--- config.mk ---
export PLATFORM = sky130hd
export DESIGN_NAME = instr_ram_arbiter_flat
export DESIGN_NICKNAME = d
export VERILOG_FILES = /design/src/rtl/instr_mem_pkg.sv /design/src/rtl/instr_ram_arbiter_if.sv /design/src/rtl/instr_ram_arbiter_rr_arb2.sv /design/src/rtl/instr_ram_arbiter.sv /design/src/flat_wrapper.sv
export SDC_FILE = /design/constraint.sdc
export NUM_CORES = 1
export LEC_CHECK = 0
export CAP_MARGIN = 20
export CORE_AREA = 5 5 85 87
export DETAILED_ROUTE_END_ITERATION = 10
export DIE_AREA = 0 0 90 92
export PLACE_DENSITY = 0.76
export SLEW_MARGIN = 0
export SYNTH_ARGS = -nofsm -noshare
export SYNTH_HDL_FRONTEND = slang
export SYNTH_SLANG_ARGS = --single-unit
--- constraint.sdc ---
create_clock -name clk -period 1.33 [get_ports clk]
set_clock_uncertainty 0.05 [all_clocks]
set_input_delay 0.1995 -clock clk [delete_from_list [all_inputs] [get_ports clk]]
set_output_delay 0.1995 -clock clk [all_outputs]
set_load 0.005 [all_outputs]
--- src/rtl/instr_mem_pkg.sv ---
// Shared types for the instruction-RAM arbiter: response-owner encoding and
// request-port indices.
package instr_mem_pkg;

  typedef enum logic [1:0] {
    OWN_IDLE   = 2'd0,
    OWN_P0     = 2'd1,
    OWN_P1     = 2'd2,
    OWN_P1_ERR = 2'd3
  } owner_e;

  localparam bit PORT_P0 = 1'b0;
  localparam bit PORT_P1 = 1'b1;

endpackage

--- src/rtl/instr_ram_arbiter_if.sv ---
// Bus bundle between the two requesters, the arbiter and the instruction RAM.
// slave = arbiter view, master = requesters + RAM view.
interface instr_ram_arbiter_if #(
  parameter int unsigned ADDR_WIDTH = 16,
  parameter int unsigned DATA_WIDTH = 32
);

  logic                    p0_req_i;
  logic                    p0_gnt_o;
  logic [ADDR_WIDTH-1:0]   p0_addr_i;
  logic                    p0_rvalid_o;
  logic [DATA_WIDTH-1:0]   p0_rdata_o;

  logic                    p1_req_i;
  logic                    p1_gnt_o;
  logic                    p1_we_i;
  logic [DATA_WIDTH/8-1:0] p1_be_i;
  logic [ADDR_WIDTH-1:0]   p1_addr_i;
  logic [DATA_WIDTH-1:0]   p1_wdata_i;
  logic                    p1_rvalid_o;
  logic [DATA_WIDTH-1:0]   p1_rdata_o;
  logic                    p1_err_o;

  logic                    ram_en_o;
  logic                    ram_we_o;
  logic [ADDR_WIDTH-1:0]   ram_addr_o;
  logic [DATA_WIDTH-1:0]   ram_wdata_o;
  logic [DATA_WIDTH/8-1:0] ram_be_o;
  logic [DATA_WIDTH-1:0]   ram_rdata_i;

  modport slave (
    input  p0_req_i, p0_addr_i,
    output p0_gnt_o, p0_rvalid_o, p0_rdata_o,
    input  p1_req_i, p1_we_i, p1_be_i, p1_addr_i, p1_wdata_i,
    output p1_gnt_o, p1_rvalid_o, p1_rdata_o, p1_err_o,
    output ram_en_o, ram_we_o, ram_addr_o, ram_wdata_o, ram_be_o,
    input  ram_rdata_i
  );

  modport master (
    output p0_req_i, p0_addr_i,
    input  p0_gnt_o, p0_rvalid_o, p0_rdata_o,
    output p1_req_i, p1_we_i, p1_be_i, p1_addr_i, p1_wdata_i,
    input  p1_gnt_o, p1_rvalid_o, p1_rdata_o, p1_err_o,
    input  ram_en_o, ram_we_o, ram_addr_o, ram_wdata_o, ram_be_o,
    output ram_rdata_i
  );

endinterface

--- src/rtl/instr_ram_arbiter_rr_arb2.sv ---
// Two-input round-robin arbiter; the pointer names the port preferred on the
// next contested cycle and moves only when both ports request.
module instr_rr_arb2
  import instr_mem_pkg::*;
(
  input  logic       clk,
  input  logic       rst_n,
  input  logic [1:0] req_i,
  output logic [1:0] gnt_o
);

  logic ptr_q, ptr_d;

  always_comb begin
    gnt_o = '0;
    ptr_d = ptr_q;
    if (&req_i) begin
      gnt_o[ptr_q] = 1'b1;
      ptr_d        = ~ptr_q;
    end else begin
      gnt_o = req_i;
    end
  end

  always_ff @(posedge clk or negedge rst_n) begin
    if (!rst_n) ptr_q <= PORT_P0;
    else        ptr_q <= ptr_d;
  end

endmodule

--- src/rtl/instr_ram_arbiter.sv ---
// Instruction-RAM arbiter: read-only fetch port p0 and loader port p1 share one
// single-cycle RAM. Define INSTR_ARB_RR_EN for round-robin, else p1 has priority.
module instr_ram_arbiter
  import instr_mem_pkg::*;
#(
  parameter int unsigned ADDR_WIDTH = 16,
  parameter int unsigned DATA_WIDTH = 32
) (
  input logic               clk,
  input logic               rst_n,
  instr_ram_arbiter_if.slave bus
);

  logic [1:0]              req;
  logic [1:0]              gnt_arb;
  logic [1:0]              gnt;
  logic                    p1_boot_wr;
  owner_e                  owner_q, owner_d;

  logic                    ram_en;
  logic                    ram_we;
  logic [ADDR_WIDTH-1:0]   ram_addr;
  logic [DATA_WIDTH-1:0]   ram_wdata;
  logic [DATA_WIDTH/8-1:0] ram_be;

  logic                    p0_rvalid;
  logic                    p1_rvalid;

  assign req[PORT_P0] = bus.p0_req_i;
  assign req[PORT_P1] = bus.p1_req_i;

`ifdef INSTR_ARB_RR_EN
  instr_rr_arb2 u_rr_arb (
    .clk   (clk),
    .rst_n (rst_n),
    .req_i (req),
    .gnt_o (gnt_arb)
  );
`else
  always_comb begin
    gnt_arb = '0;
    if (req[PORT_P1])      gnt_arb[PORT_P1] = 1'b1;
    else if (req[PORT_P0]) gnt_arb[PORT_P0] = 1'b1;
  end
`endif

  // Grants are masked while reset is held so nothing reaches the RAM
  always_comb begin
    gnt        = rst_n ? gnt_arb : 2'b00;
    p1_boot_wr = gnt[PORT_P1] & bus.p1_we_i & bus.p1_addr_i[ADDR_WIDTH-1];
    owner_d    = OWN_IDLE;
    ram_en     = 1'b0;
    ram_we     = 1'b0;
    ram_addr   = '0;
    ram_wdata  = '0;
    ram_be     = '0;
    if (gnt[PORT_P0]) begin
      owner_d  = OWN_P0;
      ram_en   = 1'b1;
      ram_addr = bus.p0_addr_i;
      ram_be   = '1;
    end else if (gnt[PORT_P1]) begin
      if (p1_boot_wr) begin
        owner_d = OWN_P1_ERR;
      end else begin
        owner_d   = OWN_P1;
        ram_en    = 1'b1;
        ram_we    = bus.p1_we_i;
        ram_addr  = bus.p1_addr_i;
        ram_wdata = bus.p1_wdata_i;
        ram_be    = bus.p1_be_i;
      end
    end
  end

  always_ff @(posedge clk or negedge rst_n) begin
    if (!rst_n) owner_q <= OWN_IDLE;
    else        owner_q <= owner_d;
  end

  assign p0_rvalid = (owner_q == OWN_P0);
  assign p1_rvalid = (owner_q == OWN_P1) || (owner_q == OWN_P1_ERR);

  assign bus.p0_gnt_o    = gnt[PORT_P0];
  assign bus.p1_gnt_o    = gnt[PORT_P1];
  assign bus.p0_rvalid_o = p0_rvalid;
  assign bus.p1_rvalid_o = p1_rvalid;
  assign bus.p1_err_o    = (owner_q == OWN_P1_ERR);
  assign bus.p0_rdata_o  = p0_rvalid ? bus.ram_rdata_i : '0;
  assign bus.p1_rdata_o  = (owner_q == OWN_P1) ? bus.ram_rdata_i : '0;

  assign bus.ram_en_o    = ram_en;
  assign bus.ram_we_o    = ram_we;
  assign bus.ram_addr_o  = ram_addr;
  assign bus.ram_wdata_o = ram_wdata;
  assign bus.ram_be_o    = ram_be;

endmodule

--- src/flat_wrapper.sv ---
// flat-port wrapper written by rule: the top's interface ports become plain ports
module instr_ram_arbiter_flat import instr_mem_pkg::*;
#(
  parameter int unsigned ADDR_WIDTH = 16,
  parameter int unsigned DATA_WIDTH = 32
)
  (clk, rst_n, bus_p0_req_i, bus_p0_addr_i, bus_p0_gnt_o, bus_p0_rvalid_o, bus_p0_rdata_o, bus_p1_req_i, bus_p1_we_i, bus_p1_be_i, bus_p1_addr_i, bus_p1_wdata_i, bus_p1_gnt_o, bus_p1_rvalid_o, bus_p1_rdata_o, bus_p1_err_o, bus_ram_en_o, bus_ram_we_o, bus_ram_addr_o, bus_ram_wdata_o, bus_ram_be_o, bus_ram_rdata_i);
  instr_ram_arbiter_if #(.ADDR_WIDTH(ADDR_WIDTH), .DATA_WIDTH(DATA_WIDTH)) bus_i ();
  input logic clk;
  input logic rst_n;
  input wire logic [$bits(bus_i.p0_req_i)-1:0] bus_p0_req_i;
  input wire logic [$bits(bus_i.p0_addr_i)-1:0] bus_p0_addr_i;
  output wire logic [$bits(bus_i.p0_gnt_o)-1:0] bus_p0_gnt_o;
  output wire logic [$bits(bus_i.p0_rvalid_o)-1:0] bus_p0_rvalid_o;
  output wire logic [$bits(bus_i.p0_rdata_o)-1:0] bus_p0_rdata_o;
  input wire logic [$bits(bus_i.p1_req_i)-1:0] bus_p1_req_i;
  input wire logic [$bits(bus_i.p1_we_i)-1:0] bus_p1_we_i;
  input wire logic [$bits(bus_i.p1_be_i)-1:0] bus_p1_be_i;
  input wire logic [$bits(bus_i.p1_addr_i)-1:0] bus_p1_addr_i;
  input wire logic [$bits(bus_i.p1_wdata_i)-1:0] bus_p1_wdata_i;
  output wire logic [$bits(bus_i.p1_gnt_o)-1:0] bus_p1_gnt_o;
  output wire logic [$bits(bus_i.p1_rvalid_o)-1:0] bus_p1_rvalid_o;
  output wire logic [$bits(bus_i.p1_rdata_o)-1:0] bus_p1_rdata_o;
  output wire logic [$bits(bus_i.p1_err_o)-1:0] bus_p1_err_o;
  output wire logic [$bits(bus_i.ram_en_o)-1:0] bus_ram_en_o;
  output wire logic [$bits(bus_i.ram_we_o)-1:0] bus_ram_we_o;
  output wire logic [$bits(bus_i.ram_addr_o)-1:0] bus_ram_addr_o;
  output wire logic [$bits(bus_i.ram_wdata_o)-1:0] bus_ram_wdata_o;
  output wire logic [$bits(bus_i.ram_be_o)-1:0] bus_ram_be_o;
  input wire logic [$bits(bus_i.ram_rdata_i)-1:0] bus_ram_rdata_i;
  assign bus_i.p0_req_i = bus_p0_req_i;
  assign bus_i.p0_addr_i = bus_p0_addr_i;
  assign bus_p0_gnt_o = bus_i.p0_gnt_o;
  assign bus_p0_rvalid_o = bus_i.p0_rvalid_o;
  assign bus_p0_rdata_o = bus_i.p0_rdata_o;
  assign bus_i.p1_req_i = bus_p1_req_i;
  assign bus_i.p1_we_i = bus_p1_we_i;
  assign bus_i.p1_be_i = bus_p1_be_i;
  assign bus_i.p1_addr_i = bus_p1_addr_i;
  assign bus_i.p1_wdata_i = bus_p1_wdata_i;
  assign bus_p1_gnt_o = bus_i.p1_gnt_o;
  assign bus_p1_rvalid_o = bus_i.p1_rvalid_o;
  assign bus_p1_rdata_o = bus_i.p1_rdata_o;
  assign bus_p1_err_o = bus_i.p1_err_o;
  assign bus_ram_en_o = bus_i.ram_en_o;
  assign bus_ram_we_o = bus_i.ram_we_o;
  assign bus_ram_addr_o = bus_i.ram_addr_o;
  assign bus_ram_wdata_o = bus_i.ram_wdata_o;
  assign bus_ram_be_o = bus_i.ram_be_o;
  assign bus_i.ram_rdata_i = bus_ram_rdata_i;
  instr_ram_arbiter #(.ADDR_WIDTH(ADDR_WIDTH), .DATA_WIDTH(DATA_WIDTH)) u_core (.clk(clk), .rst_n(rst_n), .bus(bus_i));
endmodule
==> results.sh <==
export IMPL_run_status="finished, violations left"
export IMPL_violations="setup timing"
export IMPL_via_count=2298
export IMPL_drt_pass1_iter_count=4
export IMPL_syn_inst=155
export IMPL_p_int_w=0.001034
export IMPL_sw_frac_of_total=0.2915
export IMPL_fmax_mhz=555.1
export IMPL_cpPeakStageDelay_ns=0.40
export IMPL_crit_top_cell="buf_6"
export IMPL_post_route_min_period_ns=1.801
export IMPL_cts_buffers=3
export IMPL_drive_gt1_frac=0.5412
export IMPL_yosysSeqAreaShare=0.04728
export IMPL_nets=532
export IMPL_antenna_found_initial=0
export IMPL_num_rows=29
export IMPL_final_max_slew_viol_count=0
export IMPL_wl_met3_mm=1.058
export IMPL_worst_path_buf_inv=5
export IMPL_cp_required_ns=1.08
export IMPL_setup_viol=68
export IMPL_cts_sinks=2
export IMPL_first_iter_violations=71
export IMPL_finalWeightedCongestion=0.8213
export IMPL_path_max_fanout=5
export IMPL_timing_slew_headroom=0.7507
export IMPL_worstMarginPinSlew_ns=0.3739
export IMPL_p_clk_frac=0.168
export IMPL_worst_slack_ns=-0.4715
export IMPL_fp_coreArea_mm2=0.006277
export IMPL_grt_pass1_vias=2273
export IMPL_largest_register="u_core.owner_q"
export IMPL_drt_wirelength_per_cell_um=18.49
export IMPL_post_route_period_util=1.354
export IMPL_setup_tns_ns=-17.09
export IMPL_drv_cap=0
export IMPL_dp_hpwl_mm=6.436
export IMPL_grt_pass1_wl_mm=12.34
export IMPL_hold_slack_ns=0.2733
export IMPL_highest_layer="met4"
export IMPL_power_frac_comb=0.785
export IMPL_crit_chain="nor2b_4, buf_6, buf_6, clkbuf_16, buf_8, and2_1, buf_2"
export IMPL_fp_dieH_um=92
export IMPL_endpoint_kind="output pin"
export IMPL_drt_met1_wl_mm=3.116
export IMPL_boundaryPins=228
export IMPL_slowest_stage="dfrtp_1"
export IMPL_cts_tree="done"
export IMPL_wl_met2_mm=4.968
export IMPL_vdd_ir_drop_max_v=0.0002125
export IMPL_arrival_ns=1.55
export IMPL_clock_path_buffers=2
export IMPL_grt_max_degree=34
export IMPL_htreeDepth=1
export IMPL_critPathTopFamily="buffers and inverters"
export IMPL_p_switching_w=0.0004255
export IMPL_dieArea_mm2=0.008280
export IMPL_postSynthAreaPerCell_um2=6.829
export IMPL_clockRootBuffer="clkbuf_8"
export IMPL_syn_num_nets=260
export IMPL_final_hold_violation_count=0
export IMPL_crit_type="flip-flop to output pin"
export IMPL_rsz0062_at_grt="yes"
export IMPL_die_w_um=90
export IMPL_hold_class="primary input to flip-flop"
export IMPL_leakagePower_nw=2.170
export IMPL_start_util=0.1686
export IMPL_p_per_area_mw_per_mm2=352.6
export IMPL_synth_cell_type_count=20
export IMPL_antenna_cells=0
export IMPL_largestRegisters="u_core.owner_q (2)"
export IMPL_ant_nets=0
export IMPL_overflow=0
export IMPL_port_buffers=227
export IMPL_ys_ff_latch=2
export IMPL_critPathLaunchType="flip-flop"
export IMPL_syn_to_final_growth_pct=291.0
export IMPL_yosys_warnings=0
export IMPL_track_usage=0.1824
export IMPL_pwr_share_seq=0.047
export IMPL_finalWirelength_mm=9.283
export IMPL_routed_via_density=4.578
export IMPL_clkSlewWorstSetupHoldPaths_ns=0.03
export IMPL_drc=0
export IMPL_syn_area_mm2=0.001059
export IMPL_largest_register_ffs=2
## timing repair
action	CTS	global route
buffers inserted	16	18
endpoints found under the hold margin	2	0
resized for setup	204	334
endpoints found under the setup margin	123	107
cloned	5	7
pin swaps	14	49
hold buffers	1	0
## stage by stage
stage | std cells | util | power (W) | setup slack [ns] | area, um2
4_1_cts | 480 | 0.5994 | 0.001290 | -0.5697 | 3762
6_report | 502 | 0.6594 | 0.001459 | -0.4715 | 4139
3_3_place_gp | 455 | 0.5539 | 0.0009633 | -0.7434 | 3477
2_1_floorplan | 155 | - | 0.0002892 | 0.1212 | 1059
5_1_grt | 502 | 0.6594 | 0.001547 | -0.5326 | 4139
3_5_place_dp | 455 | 0.5539 | 0.0009746 | -0.8201 | 3477
## per-layer routing
layer,GRT usage,up-vias
met4,0.05583,0
met3,0.07938,10
met2,0.3421,168
met5,0,-
met1,0.1808,1029
li1,-,1091
## synth_stat cells
cell type | n | area share
a21oi_1 | 1 | 0.0047
a221oi_1 | 4 | 0.033
a32o_1 | 16 | 0.15
and2_1 | 66 | 0.39
and3_1 | 32 | 0.19
buf_2 | 5 | 0.024
buf_6 | 1 | 0.011
buf_8 | 2 | 0.028
clkbuf_1 | 9 | 0.032
clkbuf_2 | 1 | 0.0047
dfrtp_1 | 2 | 0.047
inv_1 | 6 | 0.021
inv_2 | 1 | 0.0035
inv_4 | 1 | 0.0059
nand2_1 | 1 | 0.0035
nand2_2 | 1 | 0.0059
nand3b_4 | 1 | 0.019
nor2b_1 | 2 | 0.012
nor3_1 | 1 | 0.0047
o21ai_0 | 2 | 0.0095
## cells by family (layout without fill, tap and decap cells)
group           after synthesis  after routing  share of synthesized area
simple gates                104            104                     0.6241
buf+inv                      26            296                     0.1300
compound gates               23             23                     0.1986
flops                         2              2                    0.04728
## power by group through the flow
stage               clock [W]  combinational, W  sequential [W]
global route         0.000259           0.00122       0.0000691
floorplan                   0          0.000222       0.0000670
global placement            0          0.000896       0.0000674
detailed placement          0          0.000907       0.0000677
CTS                  0.000246          0.000977       0.0000677
finish               0.000245           0.00115       0.0000690
## layout make-up
class | count | area (um2)
inverter | 8 | 40.04
multi-input combinational | 127 | 1070
timing repair buffer | 283 | 2826
sequential | 2 | 50.05
fill | 542 | 2138
timing repair inverter | 2 | 15.01
tap | 77 | 96.34
clock buffer | 3 | 41.29
## path summary, 6_finish.rpt
path                                        startpoint                     endpoint  slack (ns)  depth (start not counted)
max                        u_core.owner_q[1]$_DFF_PN0_            bus_p1_rdata_o[0]       -0.47                          7
min                                              rst_n  u_core.owner_q[1]$_DFF_PN0_        0.27                          4
max in group asynchronous                        rst_n  u_core.owner_q[0]$_DFF_PN0_        0.79                          3
min in group asynchronous                        rst_n  u_core.owner_q[1]$_DFF_PN0_        0.36                          3
## cells in the final DEF (no fill, tap or decap), drive strengths merged
| cell | count |
|---|---|
| clkdlybuf4s15 | 14 |
| dlygate4sd2 | 5 |
| a32o | 16 |
| buf | 138 |
| o21ai | 2 |
| dlygate4sd3 | 1 |
| dlymetal6s2s | 4 |
| clkbuf | 28 |
| and2 | 66 |
| inv | 10 |
| bufbuf | 1 |
| clkdlybuf4s50 | 95 |
| a21oi | 1 |
| and3 | 32 |
| nand2 | 2 |
| nor2b | 2 |
| nand3b | 1 |
| dfrtp | 2 |
| nor3 | 1 |
| a221oi | 4 |
(Power assumes the default switching activity.)
